### src/rtl/cmd_cfg_gen.sv
// rtl/cmd_cfg_gen.sv - command decode, spin-up/calibration sequencing, emergency landing and link watchdog
//
// Ports:
//   clk, rst_n            clock, synchronous active-low reset
//   cmd_rdy, cmd, data    command from UART_wrapper (sampled in IDLE only)
//   cal_done              calibration complete from inertial_integrator
//   clr_cmd_rdy           one-cycle pulse, command consumed (RESP)
//   resp, send_resp       0xA5 ACK / 0xEE NAK, valid with the send_resp pulse
//   d_ptch/d_roll/d_yaw   attitude setpoints (signed, passed through)
//   thrst                 thrust setpoint (unsigned)
//   strt_cal              one-cycle pulse at spin-up terminal count
//   inertial_cal          high through SPINUP and CAL
//   motors_off            ESC kill
//   emer_active           emergency landing in progress
module cmd_cfg_gen #(
  parameter int DW       = 16,
  parameter int THR_W    = 9,
  parameter int FAST_SIM = 1,
  parameter int CAL_TMO  = 2**20,
  parameter int LAND_W   = 8,
  parameter int THR_STEP = 4,
  parameter int WD_W     = 24
) (
  input  logic             clk,
  input  logic             rst_n,
  input  logic             cmd_rdy,
  input  logic [7:0]       cmd,
  input  logic [DW-1:0]    data,
  input  logic             cal_done,
  output logic             clr_cmd_rdy,
  output logic [7:0]       resp,
  output logic             send_resp,
  output logic [DW-1:0]    d_ptch,
  output logic [DW-1:0]    d_roll,
  output logic [DW-1:0]    d_yaw,
  output logic [THR_W-1:0] thrst,
  output logic             strt_cal,
  output logic             inertial_cal,
  output logic             motors_off,
  output logic             emer_active
);

  localparam int SPIN_W  = (FAST_SIM != 0) ? 9 : 26;
  localparam int CAL_LIM = (FAST_SIM != 0) ? 1024 : CAL_TMO;
  localparam int CAL_CW  = $clog2(CAL_LIM + 1);
  localparam int WD_EW   = (FAST_SIM != 0) ? 12 : WD_W;

  localparam logic [7:0]        ACK      = 8'hA5;
  localparam logic [7:0]        NAK      = 8'hEE;
  localparam logic [THR_W-1:0]  STEP_C   = THR_W'(THR_STEP);
  localparam logic [CAL_CW-1:0] CAL_LAST = CAL_CW'(CAL_LIM - 1);

  typedef enum logic [2:0] {S_IDLE, S_DECODE, S_SPINUP, S_CAL, S_RESP} state_t;

  state_t             state, state_nxt;
  logic [7:0]         resp_q, resp_nxt;
  logic [SPIN_W-1:0]  spin_cnt;
  logic [CAL_CW-1:0]  cal_cnt;
  logic [LAND_W-1:0]  land_cnt;
  logic [WD_EW-1:0]   wd_cnt;

  logic wr_ptch, wr_roll, wr_yaw, wr_thr;
  logic cmd_emer, cmd_kill, spin_go, cal_fail;
  logic thr_ok, accept, wd_run, wd_exp, emer_set, land_tick;
  logic [THR_W-1:0] thr_land;

  // Thrust payload must fit in THR_W bits; anything above is rejected.
  assign thr_ok    = (data >> THR_W) == '0;
  assign accept    = (state == S_IDLE) && cmd_rdy;
  assign wd_run    = !motors_off && (state != S_SPINUP) && (state != S_CAL);
  assign wd_exp    = wd_run && (&wd_cnt);
  assign emer_set  = wd_exp || cmd_emer;
  assign land_tick = emer_active && (&land_cnt);
  assign thr_land  = land_tick ? ((thrst > STEP_C) ? thrst - STEP_C : '0) : thrst;

  assign send_resp    = (state == S_RESP);
  assign clr_cmd_rdy  = (state == S_RESP);
  assign resp         = (state == S_RESP) ? resp_q : 8'h00;
  assign inertial_cal = (state == S_SPINUP) || (state == S_CAL);
  assign strt_cal     = (state == S_SPINUP) && (&spin_cnt);

  always_comb begin
    state_nxt = state;
    resp_nxt  = resp_q;
    wr_ptch   = 1'b0;
    wr_roll   = 1'b0;
    wr_yaw    = 1'b0;
    wr_thr    = 1'b0;
    cmd_emer  = 1'b0;
    cmd_kill  = 1'b0;
    spin_go   = 1'b0;
    cal_fail  = 1'b0;
    case (state)
      S_IDLE: if (cmd_rdy) state_nxt = S_DECODE;
      S_DECODE: begin
        state_nxt = S_RESP;
        resp_nxt  = NAK;
        case (cmd)
          8'h01: resp_nxt = ACK;
          8'h02: if (!emer_active) begin wr_ptch = 1'b1; resp_nxt = ACK; end
          8'h03: if (!emer_active) begin wr_roll = 1'b1; resp_nxt = ACK; end
          8'h04: if (!emer_active) begin wr_yaw  = 1'b1; resp_nxt = ACK; end
          8'h05: if (!emer_active && thr_ok) begin wr_thr = 1'b1; resp_nxt = ACK; end
          8'h06: if (!emer_active) begin spin_go = 1'b1; state_nxt = S_SPINUP; end
          8'h07: begin cmd_emer = 1'b1; resp_nxt = ACK; end
          8'h08: begin cmd_kill = 1'b1; resp_nxt = ACK; end
          default: ;
        endcase
      end
      S_SPINUP: if (&spin_cnt) state_nxt = S_CAL;
      S_CAL: begin
        // cal_done wins over a coincident timeout
        if (cal_done) begin
          resp_nxt  = ACK;
          state_nxt = S_RESP;
        end else if (cal_cnt == CAL_LAST) begin
          resp_nxt  = NAK;
          cal_fail  = 1'b1;
          state_nxt = S_RESP;
        end
      end
      S_RESP:  state_nxt = S_IDLE;
      default: state_nxt = S_IDLE;
    endcase
  end

  always_ff @(posedge clk) begin
    if (!rst_n) begin
      state       <= S_IDLE;
      resp_q      <= 8'h00;
      spin_cnt    <= '0;
      cal_cnt     <= '0;
      land_cnt    <= '0;
      wd_cnt      <= '0;
      d_ptch      <= '0;
      d_roll      <= '0;
      d_yaw       <= '0;
      thrst       <= '0;
      motors_off  <= 1'b1;
      emer_active <= 1'b0;
    end else begin
      state  <= state_nxt;
      resp_q <= resp_nxt;

      spin_cnt <= (state == S_SPINUP) ? spin_cnt + 1'b1 : '0;
      cal_cnt  <= (state == S_CAL)    ? cal_cnt + 1'b1  : '0;

      if (wd_exp || accept)
        wd_cnt <= '0;
      else if (wd_run)
        wd_cnt <= wd_cnt + 1'b1;

      // Tick counter only runs while landing, so a repeated 0x07 keeps its phase.
      land_cnt <= emer_active ? land_cnt + 1'b1 : '0;

      if (emer_active) begin
        thrst <= thr_land;
        if (thr_land == '0) begin
          motors_off  <= 1'b1;
          emer_active <= 1'b0;
        end
      end

      if (wr_ptch) d_ptch <= data;
      if (wr_roll) d_roll <= data;
      if (wr_yaw)  d_yaw  <= data;
      if (wr_thr)  thrst  <= data[THR_W-1:0];
      if (spin_go) motors_off <= 1'b0;
      if (cal_fail) motors_off <= 1'b1;

      // Landing start overrides any attitude write landing on the same edge.
      if (emer_set) begin
        emer_active <= 1'b1;
        d_ptch      <= '0;
        d_roll      <= '0;
        d_yaw       <= '0;
      end

      if (cmd_kill) begin
        motors_off  <= 1'b1;
        emer_active <= 1'b0;
        thrst       <= '0;
      end
    end
  end

endmodule
### config.mk
export PLATFORM = sky130hd
export DESIGN_NAME = cmd_cfg_gen
export DESIGN_NICKNAME = d
export VERILOG_FILES = /design/src/rtl/cmd_cfg_gen.sv
export SDC_FILE = /design/constraint.sdc
export NUM_CORES = 1
export LEC_CHECK = 0
export ABC_AREA = 1
export BUFFER_PORTS_ARGS = -buffer_cell sky130_fd_sc_hd__buf_4
export CORE_MARGIN = 3
export CORE_UTILIZATION = 58
export CTS_CLUSTER_SIZE = 8
export DETAILED_ROUTE_END_ITERATION = 6
export GPL_TIMING_DRIVEN = 0
export PLACE_DENSITY = 0.89
export SYNTH_ARGS = -nofsm -noshare
export SYNTH_HDL_FRONTEND = slang
export SYNTH_SLANG_ARGS = --single-unit
### constraint.sdc
create_clock -name clk -period 5.3 [get_ports clk]
set_input_delay 0 -clock clk [delete_from_list [all_inputs] [get_ports clk]]
set_output_delay 0 -clock clk [all_outputs]
set_load 0.02 [all_outputs]
== Word level (Yosys, flattened, before mapping) ==
Cells that the tools add are included.
W data, S select, Z words.

* Bits in registers: 110
* Bits in latches: 0
* Memory bits (writable): 0
* Memory bits (read-only): 0
* Output and inout bits: 71
* Memories: 0

* $add $sub $neg: 5
* Multiply operators: 0
* Divide/modulo/power cells: 0
* Order comparisons: 1
* Eq/ne operators: 18
* Shifts and indexed selects: 0
* Multiplexer cells: 43
* Bitwise operators: 1
* Reductions and logical operators: 34

{| class="wikitable"
|+ Operators with widths
! cell !! count
|-
| $mux W9 || 4
|-
| $eq A8 B3 Y1 const B || 4
|-
| $mux W1 || 25
|-
| $mux W8 || 3
|-
| $pmux W7 S3 || 1
|-
| $mux W3 || 6
|-
| $eq A8 B2 Y1 const B || 2
|-
| $logic_not A16 Y1 || 1
|-
| $pmux W8 S2 || 1
|-
| $mux W7 || 2
|-
| $add A12 B1 Y12 const B || 1
|-
| $pmux W3 S4 || 1
|-
| $reduce_and A12 Y1 || 1
|-
| $add A11 B1 Y11 const B || 1
|-
| $eq A11 B10 Y1 const B || 1
|-
| $reduce_and A2 Y1 || 5
|-
| $add A9 B1 Y9 const B || 1
|-
| $gt A9 B3 Y1 const B || 1
|-
| $logic_not A9 Y1 || 1
|-
| $ne A3 B2 Y1 const B || 3
|-
| $reduce_and A9 Y1 || 1
|-
| $reduce_or A3 Y1 || 3
|-
| $sub A9 B3 Y9 const B || 1
|-
| $add A8 B1 Y8 const B || 1
|-
| 16 further kinds || 31
|}

== Logic depth before layout (Yosys ltp) ==
* Depth after elaboration: 7
* Mapped depth: 13
* Gate-level depth less buffers: 13

== Worst setup path before layout ==
OpenSTA, ideal clock, no wires.

* Path type: register to output
* From: reg state[2]
* To: out resp[3]
* Arrival time: 1.788 ns
* Required time: 5.300 ns
* Setup slack: 3.512 ns
* Stages on the path, launching flop included: 6
* Cell sequence: dfxtp_1 inv_1 nor3_1 inv_1 nor2_1 buf_4

* Word-level cells in the longest chain between the ends: 2

{| class="wikitable"
|+ Ends and longest elaborated chain
! what !! line !! text
|-
| start, declared || 55 || <nowiki>state_t state, state_nxt;</nowiki>
|-
| start signal, assigned || 142 || <nowiki>state <= state_nxt;</nowiki>
|-
| $eq A3 B3 Y1 || n/a ||
|-
| via clr_cmd_rdy || 30 || <nowiki>output logic clr_cmd_rdy,</nowiki>
|-
| $mux W8 || 78 || <nowiki>assign resp = (state == S_RESP) ? resp_q : 8'h00;</nowiki>
|-
| end, declared || 31 || <nowiki>output logic [7:0] resp,</nowiki>
|}

The timed path passes the listed nets, and every way through them passes these cells.

== Worst setup path in the final report ==
* From: reg cal_cnt[0]
* To: reg state[1]

* Word-level cells in the longest chain between the ends: 3

{| class="wikitable"
|+ Ends and longest elaborated chain
! what !! line !! text
|-
| start, declared || 58 || <nowiki>logic [CAL_CW-1:0] cal_cnt;</nowiki>
|-
| start signal, assigned || 146 || <nowiki>cal_cnt <= (state == S_CAL) ? cal_cnt + 1'b1 : '0;</nowiki>
|-
| $eq A11 B10 Y1 || 116 || <nowiki>end else if (cal_cnt == CAL_LAST) begin</nowiki>
|-
| $ne A3 B2 Y1 (no source line) || n/a ||
|-
| $reduce_and A3 Y1 (no source line) || n/a ||
|}

Every way passes these cells.
A chain may end at the register's enable or synchronous reset.

==> summary.md <==
| Metric | Value |
|---|---|
| Yosys cell types | 38 |
| Slew HR | between 50% and 60% |
| Area contributors post-synth | dfxtp_1 (45%), nand2_1 (12%), a21oi_1 (8.4%) |
| Non-Filler Instances | just under 900 |
| Seq/Total Area, Yosys | ~45% |
| Setup CP Type | reg2reg |
| WP data arrival | roughly 2.8 ns |
| Commonest non-fill, non-tap cell in the layout | nand2_1 |
| Post_cts resized | 0 |
| CP required | between 5 and 6 ns |
| CTS tree | yes |
| I/O pin count | roughly 100 |
| Main combinational cell family by area after synthesis | simple AND/OR/NAND/NOR gates |
| Yosys warns | 0 |
| Vias per cell | about 5.5 |
| Die area | between 0.009 and 0.01 mm² |
| Post-synthesis mux area share | less than 1% |
| Commonest non-fill, non-tap cells in the layout | nand2_1 (149), dfxtp_1 (105), buf_4 (104), nor2_1 (78), a21oi_1 (78) |
| Area Growth Syn to Fin | 26.79% |
| Combinational cell fraction of total power | 15.2% |
| Dpl hpwl | roughly 8900 µm |
| Setup repair bufs after CTS | 0 |
| Gr ovfl total | 0 |
| Die Width | 95.38 µm |
| Mapped Avg Cell Area | approximately 7.3 µm² |
| Internal | roughly 0.0011 W |
| Setup total negative slack | 0 ns |
| Power Density | ~270 mW/mm² |
| Crit-path max FO | 4 |
| Outcome | complete, no violations |
| Post-layout min period | 2.556 ns |
| Layout Nets | 797 |
| Wire per inst | 14.56 µm |
| Simple-gate share of the synthesized area | a little under a third |
| Reg clk slew, reported paths | 0.10 ns |
| H-tree Lvls | 3 |
| Chip height | 95.38 µm |
| Hold crit path type | in2reg |
| CTS Buf Count | 9 |
| Sw Ratio | a little under a third |
| Tightest Pin Transition | 0.6020 ns |
| Port Buffers | 97 |
| Layout Utilization | 78.47% |
| Vias in the first global route | approximately 4300 |
| Tcrit/Tclk final | between 40% and 50% |
| Lkg Pwr | 2.401 nW |
| Syn nets | between 600 and 700 |
| CTS hold repair buffers | 19 |
| VDD IR-drop max | about 0.21 mV |
| Antenna-violating nets left | 0 |
| Top FF cell, synth | dfxtp_1 |
| Seq cells post-synth | ~110 |
| Hold WS | about 0.036 ns |
| Final Wtd Congestion | between 0.9 and 1 |
| Xor and xnor area share after synthesis | 1.512% |
| Mapped cell area | around 0.0046 mm² |
| Clk_lat worst skew | 0.38 ns |
| Asr flop ratio synth | 0% |
| Clk root buf | clkbuf_8 |
| Max Cap Viol | 0 |
| Ratio of cells with drive above 1 in the final layout | about a fifth |
| CP Capture Type | register |
| Final count of negative-setup-slack endpoints | 0 |
| Drt pass-1 iters | 6 |
| Detailed Route Iter0 Violations | about 340 |
| Compound-gate portion of the synthesized area | 11.50% |
| DR DRC count | 0 |
| Pins Over Slew Limit | 0 |
| Placeable core area | around 0.0075 mm² |
| Synthesized-area fraction occupied by adder cells | 1.890% |
| Initial Utilization | approximately three fifths |
| Largest net degree at the start of global routing | 20 |
| Sequential power share | a little over half |
| Crit start category | register |
| Global Route Usage Sum | approximately 28% |
| EDFF count, synth | 0 |
| Fmax achieved | ~400 MHz |
| Vias | 4739 |
| Total Wirelength | 12610 µm |
| Initial antenna violation count | 0 |
| Final Hold Fails | 0 |
| Worst clock skew | between 0.015 and 0.02 ns |
| RSZ-0062 raised after global routing | no |
| First-pass GRT wire length | between 20000 and 25000 µm |
| Top cell type's share of synthesized area | a little under half |
| Clk sinks | 105 |
| Placement Rows | 31 |
| Synth Instances | around 640 |
| Cell taking the most area after synthesis | dfxtp_1 |
| Sw power | ~0.00047 W |
| Clk pwr share | approximately a third |
| Inserted Diodes | 0 |
| DP Cell Count | approximately 830 |
| Clock Path Buffers | 2 |
## cells in the mapped netlist, types with 7 or more instances
cell type and number:
buf_4 7, nor2_1 78, or2_0 9, nand2_1 149, nand3_1 41, dfxtp_1 105
ha_1 7, a21oi_1 78, nor3_1 14, nand4_1 11, inv_1 57, o21ai_0 13
## flip-flops by register name (all words and copies together) (netlist names)
name         cells
land_cnt         8
thrst            9
d_roll          16
spin_cnt         9
cal_cnt         11
resp_q           3
emer_active      1
wd_cnt          12
d_yaw           16
motors_off       1
state            3
d_ptch          16
## critical path, stage by stage (launching register included)
cell	delay (ns)
dfxtp_1	0.39
ha_1	0.19
nand2_1	0.09
nor2_1	0.17
nand2_1	0.10
nor2_1	0.21
nand4_1	0.19
nand2_1	0.17
nand3_1	0.10
o21ai_0	0.18
nor2_1	0.07
dlygate4sd3_1	0.57
## power by group through the flow
stage	clock (W)	sequential [W]	combinational, W
floorplan	0	0.000842	0.000144
global placement	0	0.000844	0.000209
detailed placement	0	0.000846	0.000215
CTS	0.000494	0.000828	0.000231
global route	0.000529	0.000830	0.000263
finish	0.000496	0.000829	0.000237
## final timing paths
| kind | cells past startpoint | start | to | slack, ns |
|---|---|---|---|---|
| max | 11 | cal_cnt[0]$_SDFF_PN0_ | state[1]$_SDFFE_PN0P_ | 2.74 |
| min | 4 | cal_done | state[0]$_SDFFE_PN0P_ | 0.04 |
| max reg2reg | 11 | cal_cnt[0]$_SDFF_PN0_ | state[1]$_SDFFE_PN0P_ | 2.74 |
| min reg2reg | 1 | spin_cnt[0]$_SDFF_PN0_ | spin_cnt[0]$_SDFF_PN0_ | 0.45 |
## stage by stage
step / power (W) / setup slack (ns) / cell area [µm²]
finish: 0.001562 / 2.744 / 5874
global route: 0.001622 / 2.501 / 5874
CTS: 0.001553 / 2.807 / 5874
detailed placement: 0.001061 / 3.248 / 5485
global placement: 0.001052 / 3.284 / 5485
floorplan: 0.0009861 / 3.512 / 4633
## final cells by class
type,count,area [µm²]
sequential,105,2102
tap,99,123.9
timing repair buffer,116,918.4
multi-input combinational,446,2167
clock inverter,6,61.31
fill,531,1612
inverter,63,236.5
clock buffer,10,137.6
buffer,21,127.6
## metal layers
layer	vias up	track usage, %	wire length (µm)
met2	209	48.22	6271
met4	0	12.56	407
met1	2195	35.00	4894
met3	33	4.183	1037
met5	-	0	0
li1	2302	-	-
## logic make-up after synthesis
logic type	after synthesis
other cells	1
buf+inv	84
simple gates	329
flops	105
fa+ha+maj	7
xor+xnor	8
mux	1
compound gates	100
Power figures use the tool's default switching activity.
